## src/rtl/huffman_decoder.sv

```systemverilog
`default_nettype none
// ============================================================================
//  Module      : huffman_decoder
//  Description : Bit-serial canonical Huffman decoder. The host loads the
//                per-length code counts and the canonically ordered symbol
//                list, then streams code bits MSB-first; one symbol is
//                emitted per completed codeword over a valid/ready handshake.
//  Revision    : 1.0  initial release
// ============================================================================
module huffman_decoder #(
    parameter int SYM_W   = 8,
    parameter int MAX_LEN = 16,
    parameter int CNT_W   = 9
) (
    input  logic             clk,
    input  logic             rst,
    input  logic             cnt_we,
    input  logic [4:0]       cnt_addr,
    input  logic [CNT_W-1:0] cnt_data,
    input  logic             sym_we,
    input  logic [SYM_W-1:0] sym_addr,
    input  logic [SYM_W-1:0] sym_data,
    input  logic             cfg_done,
    input  logic             bit_in,
    input  logic             bit_valid,
    output logic             bit_ready,
    output logic [SYM_W-1:0] sym_out,
    output logic             sym_valid,
    input  logic             sym_ready,
    output logic             err
);

    // Accumulators carry one guard bit above the longest code length
    localparam int c_ACC_W = MAX_LEN + 1;
    localparam int c_DEPTH = 2 ** SYM_W;

    localparam logic [1:0] c_ST_LOAD   = 2'd0;
    localparam logic [1:0] c_ST_DECODE = 2'd1;
    localparam logic [1:0] c_ST_EMIT   = 2'd2;
    localparam logic [1:0] c_ST_ERR    = 2'd3;

    logic [1:0]         r_state;
    logic [1:0]         w_state_nxt;
    logic [4:0]         r_len;
    logic [c_ACC_W-1:0] r_code;
    logic [c_ACC_W-1:0] r_first;
    logic [SYM_W:0]     r_index;
    logic [CNT_W-1:0]   r_cnt [0:MAX_LEN];
    logic [SYM_W-1:0]   r_sym [0:c_DEPTH-1];
    logic [SYM_W-1:0]   r_sym_out;
    logic               r_sym_valid;

    logic               w_load;
    logic               w_bit_take;
    logic               w_emit_done;
    logic [c_ACC_W-1:0] w_c;
    logic [c_ACC_W-1:0] w_n;
    logic [c_ACC_W-1:0] w_diff;
    logic               w_hit;
    logic               w_last;
    logic [SYM_W-1:0]   w_sym_addr;

    assign w_load      = (r_state == c_ST_LOAD);
    assign w_bit_take  = (r_state == c_ST_DECODE) && bit_valid;
    assign w_emit_done = (r_state == c_ST_EMIT) && r_sym_valid && sym_ready;

    // Canonical step: code c of length L matches when c - first(L) < count(L)
    assign w_c        = r_code | {{(c_ACC_W-1){1'b0}}, bit_in};
    assign w_n        = c_ACC_W'(r_cnt[r_len]);
    assign w_diff     = w_c - r_first;
    assign w_hit      = (w_diff < w_n);
    assign w_last     = (r_len == 5'(MAX_LEN));
    assign w_sym_addr = r_index[SYM_W-1:0] + w_diff[SYM_W-1:0];

    assign bit_ready = (r_state == c_ST_DECODE);
    assign err       = (r_state == c_ST_ERR);
    assign sym_out   = r_sym_out;
    assign sym_valid = r_sym_valid;

    // State register
    always_ff @(posedge clk) begin
        if (rst) begin
            r_state <= c_ST_LOAD;
        end else begin
            r_state <= w_state_nxt;
        end
    end

    // Next-state decode
    always_comb begin
        w_state_nxt = r_state;
        case (r_state)
            c_ST_LOAD: begin
                if (cfg_done) w_state_nxt = c_ST_DECODE;
            end
            c_ST_DECODE: begin
                if (bit_valid) begin
                    if (w_hit)       w_state_nxt = c_ST_EMIT;
                    else if (w_last) w_state_nxt = c_ST_ERR;
                end
            end
            c_ST_EMIT: begin
                if (w_emit_done) w_state_nxt = c_ST_DECODE;
            end
            c_ST_ERR: begin
                w_state_nxt = c_ST_ERR;
            end
            default: begin
                w_state_nxt = c_ST_LOAD;
            end
        endcase
    end

    // Codeword accumulators and the registered output symbol
    always_ff @(posedge clk) begin
        if (rst) begin
            r_len       <= 5'd1;
            r_code      <= '0;
            r_first     <= '0;
            r_index     <= '0;
            r_sym_out   <= '0;
            r_sym_valid <= 1'b0;
        end else if (w_load || w_emit_done) begin
            r_len       <= 5'd1;
            r_code      <= '0;
            r_first     <= '0;
            r_index     <= '0;
            r_sym_valid <= 1'b0;
        end else if (w_bit_take) begin
            if (w_hit) begin
                r_sym_out   <= r_sym[w_sym_addr];
                r_sym_valid <= 1'b1;
            end else begin
                r_index <= r_index + w_n[SYM_W:0];
                r_first <= (r_first + w_n) << 1;
                r_code  <= w_c << 1;
                r_len   <= r_len + 5'd1;
            end
        end
    end

    // Per-length count table; cleared on reset so unloaded lengths never match
    always_ff @(posedge clk) begin
        if (rst) begin
            for (int i = 0; i <= MAX_LEN; i++) begin
                r_cnt[i] <= '0;
            end
        end else if (w_load && cnt_we && (cnt_addr != 5'd0) &&
                     (cnt_addr <= 5'(MAX_LEN))) begin
            r_cnt[cnt_addr] <= cnt_data;
        end
    end

    // Symbol table, canonical order, writable only while loading
    always_ff @(posedge clk) begin
        if (w_load && sym_we) begin
            r_sym[sym_addr] <= sym_data;
        end
    end

endmodule
`default_nettype wire

```

## config.mk

```make
export PLATFORM = sky130hd
export DESIGN_NAME = huffman_decoder
export DESIGN_NICKNAME = d
export VERILOG_FILES = /design/src/rtl/huffman_decoder.sv
export SDC_FILE = /design/constraint.sdc
export NUM_CORES = 2
export LEC_CHECK = 0
export BUFFER_PORTS_ARGS = -buffer_cell sky130_fd_sc_hd__clkbuf_2
export CAP_MARGIN = 20
export CELL_PAD_IN_SITES_DETAIL_PLACEMENT = 0
export CELL_PAD_IN_SITES_GLOBAL_PLACEMENT = 1
export CORE_AREA = 4 4 423 425
export DETAILED_ROUTE_END_ITERATION = 10
export DIE_AREA = 0 0 427 429
export GPL_TIMING_DRIVEN = 0
export PLACE_DENSITY = 0.79
export SYNTH_ARGS = -nofsm -noshare
export SYNTH_HDL_FRONTEND = slang
export SYNTH_SLANG_ARGS = --single-unit
```

## constraint.sdc

```tcl
create_clock -name clk -period 7.1 [get_ports clk]
set_input_delay 0.71 -clock clk [delete_from_list [all_inputs] [get_ports clk]]
set_output_delay 0.71 -clock clk [all_outputs]
set_load 0.01 [all_outputs]
```

### Yosys cells after proc, flatten, opt, wreduce, memory -nomap -nowiden

Memories as Yosys holds them, arrays and structs flattened. A register that Yosys moved wholly into a read port is not among the register bits.
Index checks and enable logic that the tools add are counted.

* RAM bits: 2201
* bits in registers: 49
* memories: 2

Memories
* r_sym: depth 256, bits a word 8, rd ports 1, clocked after Yosys merged registers in 1, wr ports 1, line 49 `logic [SYM_W-1:0] r_sym [0:c_DEPTH-1];`
* r_cnt: depth 17, bits a word 9, rd ports 1, clocked after Yosys merged registers in 1, wr ports 17, line 48 `logic [CNT_W-1:0] r_cnt [0:MAX_LEN];`

* add/subtract/negate cells: 5
* reductions and logical operators: 16
* eq/ne operators: 8
* bitwise gates (word level): 3
* $lt $le $gt $ge: 2
* mux-type cells: 18

Operator list (number)
* 17-bit by 9-bit less-than comparator with 1-bit output: 1
* 17-bit by 1-bit bitwise OR with 17-bit output: 1
* 17-bit subtractor: 1
* 16-bit by 9-bit adder with 16-bit output: 1
* 5-bit 2-to-1 mux: 3
* 2-bit 2-to-1 mux: 5
* 9-bit adder: 1
* 9-bit 2-to-1 mux: 1
* 9-bit OR reduction: 1
* 8-bit adder: 1
* 1-bit 2-to-1 mux: 8
* 2-bit case mux with 4 select lines: 1
* 1-bit logical AND: 7
* 2-bit inequality test, second input constant: 3
* 5-bit by 1-bit adder with 5-bit output, second input constant: 1
* 5-bit == test, second input constant: 1
* 5-bit <= comparator, second input constant: 1
* 5-bit nonzero test: 1
* 2-bit == test, second input constant: 2
* 2-bit AND reduction: 2
* 4-bit AND reduction: 1
* 3-bit by 1-bit inequality test with 1-bit output, second input constant: 1
* 3-bit AND reduction: 1
* 2-bit by 1-bit == test with 1-bit output, second input constant: 1
* 4 further kinds: 5

### Logic depth before layout (Yosys ltp)

* depth after elaboration: 9
* gate-level depth with buffers: 21

### Worst setup path after synthesis

Ideal clock, no wire load.

* path type: reg-to-reg
* from: register (tool-made name)
* to: register (tool-made name)
* required time: 6.981 ns
* slack: 2.211 ns
* arrival: 4.771 ns
* library setup time: 0.119 ns
* path buffers: 7
* stages on the path, launching flop included: 20
* cells stage by stage: dfxtp_1 buf_2 buf_4 buf_4 buf_2 buf_2 mux4_2 mux4_2 mux2i_1 ha_1 a21o_1 a21oi_1 o21a_1 o211a_1 o221ai_1 nor4_4 a31oi_1 buf_4 buf_2 a31o_2

==> impl_metrics.tcl <==
set metrics [dict create \
    gp_congestion 0.919 \
    fillCellCount 12100 \
    final_core_util 0.613 \
    vdd_drop_max_v 0.000253 \
    crit_type "flop to flop" \
    slew_headroom 0.141 \
    synth_area_um2 95700 \
    holdBufCountCts 0 \
    grt.overflow.total 0 \
    grt_pass1_vias 48300 \
    drt-initial-drc-count 6958 \
    die_h_um 429 \
    worst_pin_slew_ns 1.28 \
    clockBufferDepth 3 \
    rows 154 \
    hold_class "input port to flop" \
    drtAntennaViolNets 0 \
    routed-via-count 48900 \
    grt_max_degree 149 \
    power_mw 36.7 \
    synthCells 4537 \
    first_pass_iters 5 \
    wl_per_cell_um 33.2 \
    cts.repair.resized 1 \
    critPathRequiredTime_ns 7.90 \
    drive_gt1_frac 0.240 \
    syn_avg_cell_area_um2 21.1 \
    layout.nets 5081 \
    final_common_cell "edfxtp_1" \
    via_per_inst 6.48 \
    timing.final.hold_violations 0 \
    path_clk_slew_ns 0.07 \
    htree_num_levels 4 \
    outcome "finished, final reports clean" \
    antenna_found_initial 13 \
    cts_tree "yes" \
    post_cts_buffers 0 \
    drcViolationCount 0 \
    setup_viol 0 \
    seq_area_um2 71400 \
    grt_first_pass_wirelength_um 356000 \
    clock_sinks 2397 \
    ys_seq_elements 2397 \
    clk_latency_ns 0.88 \
    design_area_um2 107000 \
    grt_setup_unrepaired "false" \
    cts_buffers 230 \
    clock_skew_ns 0.0470 \
    io_pins 49 \
    yosysSeqAreaShare 0.746 \
    multi_input_area_um2 23400 \
    final_cell_mix "edfxtp_1 (2336), mux4_2 (688), nor2_1 (356)" \
    grt.total_usage 0.277 \
    fp.coreArea_um2 175000 \
    drt_wl_total_um 250000 \
    yosys_most_used_dff "edfxtp_1" \
    power_density_nw_per_um2 341 \
    syn_to_final_growth_pct 12.3 \
    start_util 0.546 \
    synth_cell_type_count 76 \
    min_period_over_period 0.963 \
    root_buffer "clkbuf_16" \
    portBuffers 48 \
    die-area_um2 183000 \
    postPlaceCellArea_um2 100000 \
    slew_viol_final 0 \
    p_leak_nw 34.2 \
    die_x_um 427 \
    worstSetupStartpointType "flop" \
    cp.arrival_ns 7.64 \
    drv_cap 0 \
    fin_crit_ns 6.84 \
    hpwl_um 164000 \
    end_kind "flop" \
    synth-edff-count 2336 \
    ys_async_sr_fraction 0 \
    path_max_fanout 10 \
    fmax_ghz 0.146 \
    timing.hold.ws_ns 0.130 \
    yosysWarnings 0 \
]
==> worst paths after layout <==
kind	endpoint	slack, ns	startpoint	cells past startpoint
max	sym_out[0]$_SDFFE_PP0P_	0.26	flop	17
min	r_state[1]$_SDFFE_PP0P_	0.13	bit_valid	3
max reg2reg	sym_out[0]$_SDFFE_PP0P_	0.26	flop	17
min reg2reg	sym_out[3]$_SDFFE_PP0P_	0.50	sym_out[3]$_SDFFE_PP0P_	2
==> cells in the mapped netlist, drive strengths merged, types with 46 or more instances <==
library cell / number / area, um2
dfxtp: 61 / 1220
edfxtp: 2336 / 70100
ha: 47 / 588
mux4: 704 / 15900
nand2: 116 / 435
and2: 159 / 995
inv: 46 / 173
buf: 129 / 857
a21oi: 52 / 260
mux2i: 88 / 881
clkbuf: 115 / 453
nor2: 357 / 1340
==> stage by stage <==
| stage | worst slack (ns) | cells | TNS [ns] |
|---|---|---|---|
| 6_report | 0.261 | 7539 | 0 |
| 5_1_grt | 0.0535 | 7529 | 0 |
| 4_1_cts | 0.0416 | 7521 | 0 |
| 3_5_place_dp | -0.0989 | 7095 | -0.486 |
| 3_3_place_gp | -0.686 | 7068 | -1.15 |
| 2_1_floorplan | 2.21 | 4680 | 0 |
==> report_power, final <==
group	leakage, nW	internal, mW	switching [mW]
Combinational	8.77	3.33	5.56
Clock	3.59	6.69	5.32
Sequential	21.8	15.7	0.0958
Total	34.2	25.7	11.0
==> logic make-up after synthesis <==
| group | synth area share |
|---|---|
| flip-flops | 0.746 |
| AND/OR/NAND/NOR | 0.0355 |
| buffers and inverters | 0.0156 |
| adder cells (fa/ha/maj) | 0.00698 |
| AO/OA/AOI/OAI | 0.0163 |
| multiplexers | 0.176 |
| XOR/XNOR | 0.00375 |
| other | 0.0000392 |
==> sequential cells by signal, indices dropped and copies added, names as in the netlist, named ones only <==
signal,flops
r_cnt,288
r_code,16
r_first,16
r_index,8
r_len,5
r_state,2
r_sym,2048
sym_out,8
sym_valid,1
==> layout make-up <==
class                   count  share of cell area
diodes                     13            0.000303
plain buffers             245              0.0126
clock buffers             285              0.0557
clock inverters           141              0.0131
inverters                  46             0.00161
multi-input cells        1992               0.218
flip-flops and latches   2397               0.664
well taps                2340              0.0272
repair buffers             80             0.00786
==> worst max-delay path, cell delays in order (launching register included) <==
cell and delay [ns]:
dfxtp_1 0.31, clkbuf_1 0.28, clkbuf_1 0.58, clkbuf_2 0.48, clkdlybuf4s15_1 0.68, mux4_2 0.44
mux4_2 0.52, mux2i_1 0.58, ha_1 0.39, a21o_1 0.19, a21oi_1 0.14, o21a_1 0.15
o211a_1 0.18, o221ai_1 0.16, nor4_4 0.47, nand4_1 0.51, nand2b_1 0.45, o21ai_1 0.23
==> per-layer routing <==
metal  routed length, um  up-vias  GRT usage
met5                 171        -    0.00529
met4               10500        8      0.108
met3               27200      519     0.0694
met2              118000     3041      0.422
met1               93800    25800      0.389
li1                    -    19500          -
No activity file was read; power rests on OpenSTA's default activity.
